File: config.mk
export PLATFORM = sky130hd
export DESIGN_NAME = mux_nch_scan
export DESIGN_NICKNAME = d
export VERILOG_FILES = /design/src/rtl/mux_nch_scan.sv
export SDC_FILE = /design/constraint.sdc
export NUM_CORES = 1
export LEC_CHECK = 0
export ABC_AREA = 1
export CORE_ASPECT_RATIO = 1.5
export CORE_MARGIN = 8
export CORE_UTILIZATION = 35
export DETAILED_ROUTE_END_ITERATION = 6
export GPL_TIMING_DRIVEN = 0
export PLACE_DENSITY = 0.67
export SYNTH_ARGS = -nofsm -noshare
export SYNTH_HDL_FRONTEND = slang
export SYNTH_SLANG_ARGS = --single-unit
File: constraint.sdc
create_clock -name clk -period 1.1 [get_ports clk]
set_clock_uncertainty 0.15 [all_clocks]
set_input_delay 0.22 -clock clk [delete_from_list [all_inputs] [get_ports clk]]
set_output_delay 0.22 -clock clk [all_outputs]
set_load 0.03 [all_outputs]
File: src/rtl/mux_nch_scan.sv
// mux_nch_scan: N-channel, WIDTH-bit multiplexer with a registered output.
// A channel is chosen either by an external select (manual mode) or by an
// internal scanner that dwells DWELL enabled cycles on each channel in turn.
//
// Ports:
//   clk       rising-edge clock
//   rst_n     asynchronous active-low reset
//   en        cycle enable; when low all state holds and the pulses clear
//   mode      0 = manual, 1 = scan
//   sel_in    manual channel select
//   inp       packed channel data, channel k at [k*WIDTH +: WIDTH]
//   outp      registered selected data
//   sel_cur   channel currently shown on outp
//   out_valid outp was updated on the last edge
//   wrap      one-cycle pulse when the scan index wraps NCH-1 -> 0
//   err       one-cycle pulse on an out-of-range manual select
module mux_nch_scan #(
  parameter int WIDTH = 8,
  parameter int NCH   = 4,
  parameter int SELW  = 2,
  parameter int DWELL = 4
) (
  input  logic                 clk,
  input  logic                 rst_n,
  input  logic                 en,
  input  logic                 mode,
  input  logic [SELW-1:0]      sel_in,
  input  logic [NCH*WIDTH-1:0] inp,
  output logic [WIDTH-1:0]     outp,
  output logic [SELW-1:0]      sel_cur,
  output logic                 out_valid,
  output logic                 wrap,
  output logic                 err
);

  localparam int DCW = $clog2(DWELL + 1);
  localparam int NSLOT = 2 ** SELW;
  localparam logic [SELW:0]   NCH_C      = (SELW + 1)'(NCH);
  localparam logic [SELW-1:0] LAST_IDX   = SELW'(NCH - 1);
  localparam logic [DCW-1:0]  DWELL_LAST = DCW'(DWELL - 1);

  typedef enum logic [1:0] {IDLE = 2'd0, MANUAL = 2'd1, SCAN = 2'd2} state_t;

  // Channel table padded to the full select range so any select value is a
  // legal index; unused slots read as zero and are never captured.
  logic [WIDTH-1:0] chan [NSLOT];

  genvar gi;
  generate
    for (gi = 0; gi < NSLOT; gi++) begin : g_chan
      if (gi < NCH) begin : g_used
        assign chan[gi] = inp[gi*WIDTH +: WIDTH];
      end else begin : g_pad
        assign chan[gi] = '0;
      end
    end
  endgenerate

  state_t          state_reg, state_next;
  logic [WIDTH-1:0] outp_reg, outp_next;
  logic [SELW-1:0] sel_cur_reg, sel_cur_next;
  logic [SELW-1:0] scan_idx_reg, scan_idx_next;
  logic [DCW-1:0]  dwell_cnt_reg, dwell_cnt_next;
  logic            wrap_reg, wrap_next;
  logic            err_reg, err_next;

  always_ff @(posedge clk or negedge rst_n) begin
    if (!rst_n) begin
      state_reg     <= IDLE;
      outp_reg      <= '0;
      sel_cur_reg   <= '0;
      scan_idx_reg  <= '0;
      dwell_cnt_reg <= '0;
      wrap_reg      <= 1'b0;
      err_reg       <= 1'b0;
    end else begin
      state_reg     <= state_next;
      outp_reg      <= outp_next;
      sel_cur_reg   <= sel_cur_next;
      scan_idx_reg  <= scan_idx_next;
      dwell_cnt_reg <= dwell_cnt_next;
      wrap_reg      <= wrap_next;
      err_reg       <= err_next;
    end
  end

  always_comb begin
    state_next     = IDLE;
    outp_next      = outp_reg;
    sel_cur_next   = sel_cur_reg;
    scan_idx_next  = scan_idx_reg;
    dwell_cnt_next = dwell_cnt_reg;
    wrap_next      = 1'b0;
    err_next       = 1'b0;

    if (en) begin
      if (!mode) begin
        state_next     = MANUAL;
        // Zeroed counters make a later switch to scan start at channel 0
        // with a full dwell.
        scan_idx_next  = '0;
        dwell_cnt_next = '0;
        if ({1'b0, sel_in} < NCH_C) begin
          outp_next    = chan[sel_in];
          sel_cur_next = sel_in;
        end else begin
          err_next     = 1'b1;
        end
      end else begin
        state_next   = SCAN;
        outp_next    = chan[scan_idx_reg];
        sel_cur_next = scan_idx_reg;
        if (dwell_cnt_reg == DWELL_LAST) begin
          dwell_cnt_next = '0;
          if (scan_idx_reg == LAST_IDX) begin
            scan_idx_next = '0;
            wrap_next     = 1'b1;
          end else begin
            scan_idx_next = scan_idx_reg + SELW'(1);
          end
        end else begin
          dwell_cnt_next = dwell_cnt_reg + DCW'(1);
        end
      end
    end
  end

  // outp was refreshed on the last edge exactly when that edge was a scan
  // edge or a manual edge with a legal select.
  assign out_valid = (state_reg == SCAN) || ((state_reg == MANUAL) && !err_reg);
  assign outp      = outp_reg;
  assign sel_cur   = sel_cur_reg;
  assign wrap      = wrap_reg;
  assign err       = err_reg;

endmodule

==> results by group, run 1 <==
Status
  • Status: finished with violations
  • Failing checks: setup timing

Critical path
  • Crit-path slowest cell: dfrtp_1
  • Critical Path Source Type: register
  • Arr. time, crit path: 1390 ps
  • CP required: 1150 ps
  • CP bufs+invs: 3
  • Crit path cell chain: buf_6 > buf_12 > clkbuf_16 > nand2_2 > nand3_2 > nand2_1 > nand2_1 > nand3_2
  • Crit Path Max Fanout: 5
  • Cell family with most CP delay: buffers and inverters
  • Worst Setup Path Type: reg -> reg
  • Worst path max stage delay: 390 ps
  • CP endpoint kind: register

Floorplanning
  • Core Footprint: 4170 sq um
  • Ports: 51
  • Die Ht: 96.1 um
  • Die span in x: 69.4 um
  • Rows: 29
  • DIE AREA: 6670 sq um
  • Initial Utilization: 0.359

Timing
  • Tcrit/Tclk final: 1.22
  • Slew @ Worst Pin: 842 ps
  • Min Tclk post-route: 1340 ps
  • RSZ-0062 raised after global routing: true
  • PnR worst setup slack: -242 ps
  • Final setup fails: 24
  • Highest clock rate: 745 MHz
  • Final count of hold timing violations: 0
  • Slew Limit Headroom: 0.439
  • Max-slew violation count: 0
  • Setup_tns: -2960 ps

Routing
  • ANT nets after route: 0
  • Drt total wl: 5150 um
  • Vias post-DR: 1725
  • Drt initial violations: 52
  • Via/cell ratio: 4.89
  • Routed wire per std cell: 14.6 um
  • DR pass1 iterations: 4
  • # DRC: 0

Pwr
  • PwrDens: 1820 nW/um^2
  • P_leak: 1.39 nW
  • Total power: 4.77 mW
  • Peak VDD IR: 1.40 mV

CTS
  • CTS Buf Count: 3
  • Clk Latency, worst-skew pair: 260 ps
  • H-tree depth: 1
  • CTS root buf: clkbuf_8
  • TritonCTS clock tree: yes
  • Post-CTS Hold Buffers: 0
  • Max Buffers Root-to-Sink: 2
  • Clk sink count: 18
  • Clock-pin slew on the worst setup and hold paths: 70 ps

Global routing
  • Met1 usage: 0.166
  • Gr ovfl total: 0
  • Number of global-route vias before repair: 1747
  • Met2 Usage GRT: 0.263
  • Total track usage: 0.145
  • First-pass GRT wire length: 8030 um
  • GRT met3 Usage: 0.0144
  • Busiest layer in global routing: met2
  • Initial antenna violation count: 0
  • Largest net degree at the start of global routing: 19

Synthesis
  • Post-synth ARST share: 1.00
  • Mapped cell area: 1500 sq um
  • Synthesized Nets: 279
  • Synth area leaders: dfrtp_1, nand2_1, nand3_1, inv_1, nand3_2
  • Post-synth top area share: 0.301
  • Yosys reg bits: 18
  • Number of synthesized flops with an enable pin: 0
  • Post-synth top flop: dfrtp_1
  • Register area share after synthesis: 0.301
  • Synthesis Warnings: 0
  • Library cells used by synthesis: 24
  • Synthesized instance count: 239
  • Synth area leader: dfrtp_1
  • Avg Cell Area, Syn: 6.26 sq um

Cells and area
  • Commonest non-fill, non-tap cell in the layout: nand2_1
  • Post-Layout Cell Count: 353
  • P&R area growth vs syn: 75.0%
  • # diodes: 0
  • Max FFs per register: 8
  • Commonest non-fill, non-tap cells in the layout: nand2_1, inv_1, clkdlybuf4s50_1
  • Share of post-route cells with drive strength above 1: 0.371
  • Filler instances: 354
  • Post-route cell area: 2620 sq um
  • Final Net Count: 348

Worst hold path
  • Hold Path Class: in -> async

Placed design
  • Final Wtd Congestion: 0.842
  • Hpwl dp: 3300 um
  • PortBufs: 47
  • Cell Area, Placed: 2090 sq um
  • Dpl cells: 332

Job
  • Maxcap violations: 0
-- layer usage --
metal / up-vias / part of all wire
met5: - / 0
met3: 11 / 0.040
li1: 862 / -
met1: 797 / 0.40
met4: 0 / 0.027
met2: 55 / 0.53
-- path summary, 6_finish.rpt --
check	start	end	slack, ps	cells past startpoint
worst max-delay path	scan_idx_reg[0]	outp[5]	-240	8
min in group clk	en	dwell_cnt_reg[0]	80	2
max in group asynchronous	rst_n	state_reg[1]	260	1
worst min register to register	sel_cur[0]	sel_cur[0]	380	2
worst max register to register	scan_idx_reg[0]	outp[5]	-240	8
worst min-delay path	rst_n	dwell_cnt_reg[0]	20	1
-- synthesized netlist by cell type, drive strengths merged, types with 2 or more instances --
| library cell | n |
|---|---|
| a21oi | 3 |
| buf | 10 |
| dfrtp | 18 |
| ha | 2 |
| inv | 42 |
| nand2 | 111 |
| nand3 | 43 |
| o21ai | 2 |
| o221ai | 2 |
-- cell type report --
type,instances,area (sq um),area share
multi-input combinational,168,1060,0.403
timing repair buffer,64,687,0.262
sequential,18,450,0.172
inverter,42,180,0.0688
buffer,11,133,0.0506
tap,46,57.6,0.0220
clock buffer,4,55.1,0.0210
-- per-stage QoR --
stage / hold slack [ps] / setup slack [ps] / util
2_1_floorplan: -226 / -104 / -
3_3_place_gp: 322 / -628 / 0.500
3_5_place_dp: 331 / -645 / 0.500
4_1_cts: 41.6 / -241 / 0.572
5_1_grt: 64.6 / -278 / 0.628
6_report: 22.2 / -242 / 0.628
-- power breakdown --
| group | total, mW | switching (mW) | internal (mW) |
|---|---|---|---|
| logic | 3.24 | 1.62 | 1.62 |
| registers | 0.973 | 0.141 | 0.832 |
| clock network | 0.561 | 0.243 | 0.319 |
-- cell families (layout without fill, tap and decap cells) --
family / after synthesis / in the layout / share of synthesized area
xor gates and xnor gates: 1 / 1 / 0.00585
buffers and inverters: 53 / 121 / 0.182
adders and majority gates: 2 / 2 / 0.0167
DFF: 18 / 18 / 0.301
and+or+nand+nor: 156 / 156 / 0.458
other: 1 / 1 / 0.00251
AOI/OAI and AO/OA: 8 / 8 / 0.0334
-- repair_timing --
action	CTS	global route
cloned	1	1
endpoints found under the setup margin	47	28
pin swaps	13	23
setup buffers	10	5
gates resized for setup	120	42
(Power assumes the default switching activity.)
==> inputs of run 2 (changes only) <==
Settings changed: GPL_ROUTABILITY_DRIVEN set to 0.
==> results of run 2 <==
Final layout, timing and power as in run 1 (identical DEF).
